`src/rtl/cache_pkg.sv`:
```
// Shared definitions for the cache refill controller.
//   - refill_state_t : refill FSM states (idle, fetching words, fill handoff)
//   - WORD_LEN, ADDR_LEN, WORDS_PER_BLOCK, BLOCK_DATA_LEN : datapath geometry
//   - OFFSET_LEN : width of the word-offset field inside a word address
package cache_pkg;

    localparam int unsigned WORD_LEN        = 32;
    localparam int unsigned ADDR_LEN        = 15;
    localparam int unsigned WORDS_PER_BLOCK = 4;
    localparam int unsigned BLOCK_DATA_LEN  = WORDS_PER_BLOCK * WORD_LEN;
    localparam int unsigned OFFSET_LEN      = 2;

    typedef enum logic [1:0] {
        StIdle,
        StFetch,
        StDone
    } refill_state_t;

endpackage

```
`src/rtl/cache_refill_ctrl_assembler.sv`:
```
// refill_block_assembler: word-slot counter plus the fill block register.
// The counter selects which block slot the next accepted memory word lands in
// and wraps modulo 4, so a fetch starting mid-block fills the remaining slots
// in wrapped order. Slots not yet written keep their previous contents.
// Ports:
//   clk, rst    : clock, synchronous active-high reset (clears counter and slots)
//   load        : load the counter with start_off (start of a refill)
//   start_off   : first word offset of the refill
//   accept      : a memory word is accepted this cycle; write slot ctr, advance
//   wdata       : word to write
//   ctr         : current slot / word offset
//   block_data  : packed slots, slot k at bits [k*WORD_LEN +: WORD_LEN]
module refill_block_assembler #(
    parameter int unsigned WORD_LEN        = 32,
    parameter int unsigned WORDS_PER_BLOCK = 4
) (
    input  logic                                clk,
    input  logic                                rst,
    input  logic                                load,
    input  logic [1:0]                          start_off,
    input  logic                                accept,
    input  logic [WORD_LEN-1:0]                 wdata,
    output logic [1:0]                          ctr,
    output logic [WORDS_PER_BLOCK*WORD_LEN-1:0] block_data
);
    import cache_pkg::*;

    logic [OFFSET_LEN-1:0] ctr_q, ctr_d;
    logic [WORD_LEN-1:0]   words_q [WORDS_PER_BLOCK];
    logic [WORD_LEN-1:0]   words_d [WORDS_PER_BLOCK];

    always_comb begin
        ctr_d = ctr_q;
        for (int k = 0; k < int'(WORDS_PER_BLOCK); k++) begin
            words_d[k] = words_q[k];
        end
        if (load) begin
            ctr_d = start_off;
        end else if (accept) begin
            words_d[ctr_q] = wdata;
            ctr_d          = ctr_q + 2'd1;  // 2-bit wrap gives the modulo-4 order
        end
    end

    always_ff @(posedge clk) begin
        if (rst) begin
            ctr_q <= '0;
            for (int k = 0; k < int'(WORDS_PER_BLOCK); k++) begin
                words_q[k] <= '0;
            end
        end else begin
            ctr_q <= ctr_d;
            for (int k = 0; k < int'(WORDS_PER_BLOCK); k++) begin
                words_q[k] <= words_d[k];
            end
        end
    end

    always_comb begin
        block_data = '0;
        for (int k = 0; k < int'(WORDS_PER_BLOCK); k++) begin
            block_data[k*WORD_LEN +: WORD_LEN] = words_q[k];
        end
    end

    assign ctr = ctr_q;

endmodule

```
`src/rtl/cache_refill_ctrl.sv`:
```
// cache_refill_ctrl: cache miss refill controller.
// On a miss, reads the 4-word block from main memory one word at a time,
// assembles the 128-bit fill block, pulses fill_valid for one cycle and
// stalls the requester from the first fetch cycle through the fill cycle.
// Ports:
//   clk, rst          : clock, synchronous active-high reset
//   miss_req, address : level miss request and missing word address
//   mem_rd, mem_addr  : memory read request and word address
//   mem_rdata, mem_ready : memory read data and its valid strobe
//   block_data, fill_addr, fill_valid : assembled block, base address, pulse
//   stall             : high whenever the controller is not idle
//   early_word, early_word_valid : critical word, registered one-cycle pulse
// Build option: CACHE_REFILL_CRITICAL_WORD_FIRST_EN starts the fetch at the
// missing word and reports it early; without it the fetch starts at word 0
// and the early-word outputs are tied low.
module cache_refill_ctrl #(
    parameter int unsigned WORD_LEN        = 32,
    parameter int unsigned ADDR_LEN        = 15,
    parameter int unsigned WORDS_PER_BLOCK = 4
) (
    input  logic                                clk,
    input  logic                                rst,
    input  logic                                miss_req,
    input  logic [ADDR_LEN-1:0]                 address,
    output logic                                mem_rd,
    output logic [ADDR_LEN-1:0]                 mem_addr,
    input  logic [WORD_LEN-1:0]                 mem_rdata,
    input  logic                                mem_ready,
    output logic [WORDS_PER_BLOCK*WORD_LEN-1:0] block_data,
    output logic [ADDR_LEN-1:0]                 fill_addr,
    output logic                                fill_valid,
    output logic                                stall,
    output logic [WORD_LEN-1:0]                 early_word,
    output logic                                early_word_valid
);
    import cache_pkg::*;

    refill_state_t         state_q, state_d;
    logic [ADDR_LEN-1:0]   base_q, base_d;
    // Accepted-word count; separate from the slot counter because the slot
    // counter may start mid-block.
    logic [OFFSET_LEN-1:0] cnt_q, cnt_d;
    logic                  load;
    logic                  accept;
    logic [OFFSET_LEN-1:0] start_off;
    logic [OFFSET_LEN-1:0] ctr;

    always_comb begin
        state_d = state_q;
        base_d  = base_q;
        cnt_d   = cnt_q;
        load    = 1'b0;
        accept  = 1'b0;
        unique case (state_q)
            StIdle: begin
                if (miss_req) begin
                    base_d  = {address[ADDR_LEN-1:OFFSET_LEN], {OFFSET_LEN{1'b0}}};
                    cnt_d   = '0;
                    load    = 1'b1;
                    state_d = StFetch;
                end
            end
            StFetch: begin
                if (mem_ready) begin
                    accept = 1'b1;
                    cnt_d  = cnt_q + 2'd1;
                    if (cnt_q == 2'd3) begin
                        state_d = StDone;
                    end
                end
            end
            StDone: begin
                state_d = StIdle;
            end
            default: begin
                state_d = StIdle;
            end
        endcase
    end

    always_ff @(posedge clk) begin
        if (rst) begin
            state_q <= StIdle;
            base_q  <= '0;
            cnt_q   <= '0;
        end else begin
            state_q <= state_d;
            base_q  <= base_d;
            cnt_q   <= cnt_d;
        end
    end

    refill_block_assembler #(
        .WORD_LEN        (WORD_LEN),
        .WORDS_PER_BLOCK (WORDS_PER_BLOCK)
    ) u_assembler (
        .clk        (clk),
        .rst        (rst),
        .load       (load),
        .start_off  (start_off),
        .accept     (accept),
        .wdata      (mem_rdata),
        .ctr        (ctr),
        .block_data (block_data)
    );

    assign mem_rd     = (state_q == StFetch);
    assign mem_addr   = mem_rd ? {base_q[ADDR_LEN-1:OFFSET_LEN], ctr} : '0;
    assign fill_addr  = base_q;
    assign fill_valid = (state_q == StDone);
    assign stall      = (state_q != StIdle);

`ifdef CACHE_REFILL_CRITICAL_WORD_FIRST_EN
    logic [WORD_LEN-1:0] early_word_q;
    logic                early_valid_q;
    logic                first_accept;

    assign start_off    = address[OFFSET_LEN-1:0];
    assign first_accept = accept && (cnt_q == '0);

    always_ff @(posedge clk) begin
        if (rst) begin
            early_word_q  <= '0;
            early_valid_q <= 1'b0;
        end else begin
            early_valid_q <= first_accept;
            if (first_accept) begin
                early_word_q <= mem_rdata;
            end
        end
    end

    assign early_word       = early_word_q;
    assign early_word_valid = early_valid_q;
`else
    // Offset bits only matter when the fetch starts at the missing word.
    logic unused_offset;
    assign unused_offset    = ^address[OFFSET_LEN-1:0];
    assign start_off        = '0;
    assign early_word       = '0;
    assign early_word_valid = 1'b0;
`endif

endmodule

```
`config.mk`:
```
export PLATFORM = sky130hd
export DESIGN_NAME = cache_refill_ctrl
export DESIGN_NICKNAME = d
export VERILOG_FILES = /design/src/rtl/cache_pkg.sv /design/src/rtl/cache_refill_ctrl_assembler.sv /design/src/rtl/cache_refill_ctrl.sv
export SDC_FILE = /design/constraint.sdc
export NUM_CORES = 1
export LEC_CHECK = 0
export ABC_AREA = 1
export CORE_UTILIZATION = 55
export CTS_CLUSTER_DIAMETER = 100
export DETAILED_ROUTE_END_ITERATION = 10
export DONT_BUFFER_PORTS = 1
export GPL_ROUTABILITY_DRIVEN = 0
export PLACE_DENSITY = 0.73
export SLEW_MARGIN = 20
export SYNTH_ARGS = -nofsm -noshare
export SYNTH_HDL_FRONTEND = slang
export SYNTH_SLANG_ARGS = --single-unit
```
`constraint.sdc`:
```
create_clock -name clk -period 1.46 [get_ports clk]
set_clock_uncertainty 0.15 [all_clocks]
set_input_delay 0.292 -clock clk [delete_from_list [all_inputs] [get_ports clk]]
set_output_delay 0.292 -clock clk [all_outputs]
set_load 0.05 [all_outputs]
```
After elaboration in Yosys (flattened, before gate mapping)
Memories as Yosys holds them, arrays and structs flattened.
Index checks and enable logic that the tools add are counted.
{ "word_totals": {"out_inout_bits": 194, "register_bits": 19, "ram_bits": 128, "rom_bits": 0, "mem_count": 1, "word_cells": 52, "in_bits": 51, "latchBits": 0} }
{ "memory_table": {"columns": ["memory", "depth", "width", "rd", "rd_clocked_by_memory_dff", "write_ports", "line", "rtl"], "rows": [
  ["u_assembler.words_q", 4, 32, 4, 0, 4, "cache_refill_ctrl_assembler.sv:29", "logic [WORD_LEN-1:0] words_q [WORDS_PER_BLOCK];"]
]} }
{ "op_classes": {"n_bitwise": 5, "div": 0, "addsub": 2, "n_shift": 0, "n_reduce_logical": 8, "magnitude_cmp": 2, "n_mux": 24, "eq_ne": 6, "n_mul": 0} }
{ "ops": {"columns": ["cell", "count"], "rows": [
  ["two-way mux 128 bit", 2],
  ["two-way mux 32 bit", 5],
  ["bitwise mux 128 bit", 1],
  ["demux 32 bit (select 2 bit)", 1],
  ["two-way mux 15 bit", 1],
  ["two-way mux 2 bit", 5],
  ["case mux 2 bit (2 select lines)", 2],
  ["two-way mux 1 bit", 7],
  ["AND reduction 3 bit", 2],
  ["adder 2 x 1 -> 2 bit, second input constant", 2],
  ["== test 2 bit, second input constant", 2],
  ["inequality test 2 x 1 -> 1 bit, second input constant", 2],
  ["bitwise OR 1 bit", 4],
  ["nonzero test 2 bit", 2],
  [">= comparator 3 bit, second input constant", 1],
  ["less-than comparator 3 x 1 -> 1 bit, second input constant", 1],
  ["NOT 2 -> 3 bit", 1],
  ["== test 2 x 1 -> 1 bit, second input constant", 1],
  ["zero test 2 bit", 1],
  ["inequality test 2 bit, second input constant", 1],
  ["AND reduction 2 bit", 1],
  ["OR reduction 2 bit", 1],
  ["logical AND 1 bit", 1]
]} }

Logic depth before layout (Yosys ltp)
Gate-level depths: netlist of run 1.
{ "logic_depth": {"ltp_word": 9, "depth_mapped": 7, "depth_no_buf": 6} }

Modules after synthesis
A second synthesis of run 1 with hierarchy kept.
{ "hier_totals": {"hier_cells": 766, "area_unflattened_um2": 6099.6} }
{ "modules_own_cells": {"columns": ["module", "seq_area_each_um2", "area_per_inst_um2", "cells_per_inst", "n_inst"], "rows": [
  ["refill_block_assembler", 2602.5, 5019.8, 610, 1],
  ["cache_refill_ctrl", 340.3, 1079.8, 156, 1]
]} }

Worst setup path after synthesis of run 1
No wires, ideal clock.
{ "synth_timing": {"path_type": "register to output", "from": "register state_q[1]", "to": "output port mem_addr[0]", "path_stages_with_launch": 5, "required_time_ns": 1.018, "n_path_buf": 1, "arrival_time_ns": 1.418, "slack_ns": -0.400, "path_cell_list": "dfxtp_1 inv_4 nand2_2 buf_2 nor2_1"} }
{ "synth_via": {"elab_chain_cells": 2} }
{ "synth_rtl": {"columns": ["element", "line", "rtl"], "rows": [
  ["from (decl)", "cache_refill_ctrl.sv:38", "refill_state_t state_q, state_d;"],
  ["from (signal assigned)", "cache_refill_ctrl.sv:83", "state_q <= StIdle;"],
  ["from (signal assigned)", "cache_refill_ctrl.sv:87", "state_q <= state_d;"],
  ["== test 2 x 1 -> 1 bit", "cache_refill_ctrl.sv:107", "assign mem_rd = (state_q == StFetch);"],
  ["two-way mux 15 bit", "cache_refill_ctrl.sv:108", "assign mem_addr = mem_rd ? {base_q[ADDR_LEN-1:OFFSET_LEN], ctr} : '0;"],
  ["to (decl)", "cache_refill_ctrl.sv:26", "output logic [ADDR_LEN-1:0] mem_addr,"]
]} }
No other way between the ends.

Final worst setup path of run 1
{ "layout_timing": {"from": "register state_q[0]", "to": "output port mem_addr[5]"} }
The elaborated chain is that of the path after synthesis.

==> results of run 1 <==
==> sequential cells by signal, indices dropped and copies added, names as in the netlist <==
signal               flops
state_q                  2
fill_addr               13
cnt_q                    2
u_assembler.ctr          2
u_assembler.words_q    128
==> metal layers <==
layer	GRT usage, %	wire length, um	up-vias	share of wire [%]
met2	45.9	8710	270	49
met4	13.4	745	0	4.2
met1	31.1	6950	2661	39
li1	-	-	2969	-
met3	9.17	1370	63	7.7
met5	0	0	-	0
==> report_power, final <==
group / internal, uW / switching, uW / leakage [uW]
logic: 379 / 851 / 0.00315
clock network: 2450 / 1710 / 0.000261
registers: 4120 / 229 / 0.00124
==> synth_stat cells (all sizes together) <==
master	n	share of area, %
nand3	5	0.39
nor3	1	0.077
dfxtp	147	45
inv	148	8.6
o21ai	13	1.0
nand4	6	1.5
nor2	274	16
conb	1	0.058
buf	78	9.3
a21oi	5	0.39
ha	5	0.97
nand2	276	16
==> area by class of cell <==
class / count / area share, %
timing repair buffer: 163 / 20.3
multi-input combinational: 622 / 30.2
clock inverter: 11 / 1.17
sequential: 147 / 34.6
inverter: 148 / 6.43
clock buffer: 21 / 5.20
tap: 143 / 2.02
==> final timing paths <==
check | cells after the start | startpoint | slack [ns] | endpoint
max reg2reg | 8 | state_q[1] | -0.12 | u_assembler.words_q[2][11]
max | 3 | state_q[0] | -0.27 | mem_addr[5]
min reg2reg | 2 | cnt_q[1] | 0.35 | cnt_q[1]
min | 3 | miss_req | 0.04 | state_q[0]
==> repair_timing <==
item                                    4_1_cts  5_1_grt
pin swaps                                     3        2
resized for setup                            97       10
buffers inserted                              6        7
hold buffers                                 47        0
endpoints found under the hold margin       147        0
cloned                                        3        4
endpoints found under the setup margin      165      151
==> worst max-delay path: cells and delay by family (launching register included) <==
kind          cells  cell delay, ns
buf+inv           1            0.15
flops             1            0.45
simple gates      2            0.27
==> cell families after synthesis <==
group	after synthesis	synth area share (%)
AO/OA/AOI/OAI	18	1.39
adder cells (fa/ha/maj)	5	0.967
buffers and inverters	226	17.9
flip-flops	147	45.5
other	1	0.0579
AND/OR/NAND/NOR	562	34.2
==> stage by stage <==
stage	cell area, um^2	cells	util, %
after global routing	8870	1255	77.4
after CTS	8700	1245	75.9
after global placement	7420	1157	64.7
after floorplan	6780	993	-
final	8870	1255	77.4
after detailed placement	7420	1157	64.7
==> results.md, run 1 <==
- Run status: finished, violations left
- Violated checks: setup timing
- H-tree depth: 4
- First-pass GRT wire length: ~27 mm
- Number of I/O pins: 245
- Worst Path Arrival: 1.29 ns
- Max incr delay on CP: about 0.45 ns
- Area Growth Syn to Fin: 37.1%
- Starting Density: 56.4%
- Multi-input gate area: around 0.0027 mm^2
- CTS tree: done
- I/O Buffers: 0
- DRC viols: 0
- PwrDens: ~1100 mW/mm^2
- Crit start category: flip-flop
- TritonRoute pass-1 iters: 5
- Ys Warns: 0
- RSZ-0062 raised after global routing: yes
- Via-per-instance ratio: between 4 and 5
- Antenna violations before repair: 0
- Routed Antenna Nets: 0
- CTS Buffer Depth: 2
- P_leak: roughly 0.0046 uW
- Most frequent cells in the layout: nand2_1 (273), nor2_1 (255), inv_1 (143)
- Cell Chain, Critical Path: nand2_8 -> nor2_4 -> buf_12
- Commonest non-fill, non-tap cell in the layout: nand2_1
- F_max: 0.578 GHz
- Final Cycle Share: 119%
- Yosys cell types: 20
- Diodes inserted: 0
- HPWL after DPL: about 10 mm
- Hold crit path type: in2reg
- Via Count: about 6000
- Mapped Avg Cell Area: just under 7 um^2
- Clk slew on worst S/H paths: about 0.06 ns
- Post-DR wirelength/cell: around 14 um
- Grt ovf: 0
- Die H: roughly 110 um
- Core footprint: between 0.01 and 0.015 mm^2
- Pin count of the biggest net entering global routing: 64
- Synthesized flop and latch total: approximately 150
- DRT iter0 DRCs: approximately 380
- Slowest CP cell: dfxtp_4
- Num CTS Buffers: 17
- Pre-CTS setup slack: -0.0236 ns
- Pwr Total: 9740 uW
- Total negative slack: -10.33 ns
- Tmin final: ~1.7 ns
- Cell Area, Synth: 0.00647 mm^2
- Final setup violation count: ~160
- Worst skew pair latency: between 0.4 and 0.5 ns
- Slew Limit Fails: 0
- Fillcell total: between 700 and 800
- Final Hold Fails: 0
- Syn Inst Count: roughly 960
- Clock sinks: ~150
- Vias in the first global route: about 5500
- Endpoint type of the worst setup path: primary output
- Layout cells sized above 1: approximately 25%
- Final setup margin: -0.271 ns
- Reg area: between 0.003 and 0.004 mm^2
- Crit path max fanout: 5
- VDD IR max: 0.911 mV
- WL final: 17.8 mm
- Min Hold Slack: between 0.04 and 0.05 ns
- Nets: 1155
- # rows: 39
- Crit Path Class: reg2out
- Die X: ~110 um
- Die area: 0.0122 mm^2
- Tot GR Track Use: 27.4%
- CP Data Required Time: just over 1 ns
- Seq/Total Area, Yosys: between 40 and 50%
- Root Buffer: clkbuf_16
- Max cap viols: 0
No activity file was read; power rests on OpenSTA's default activity.
==> inputs of run 2 (changes only) <==
GPL_ROUTABILITY_DRIVEN = default   (was 0)
TNS_END_PERCENT = 100   (was default)
==> results of run 2 <==
Final layout, timing and power as in run 1 (identical DEF).
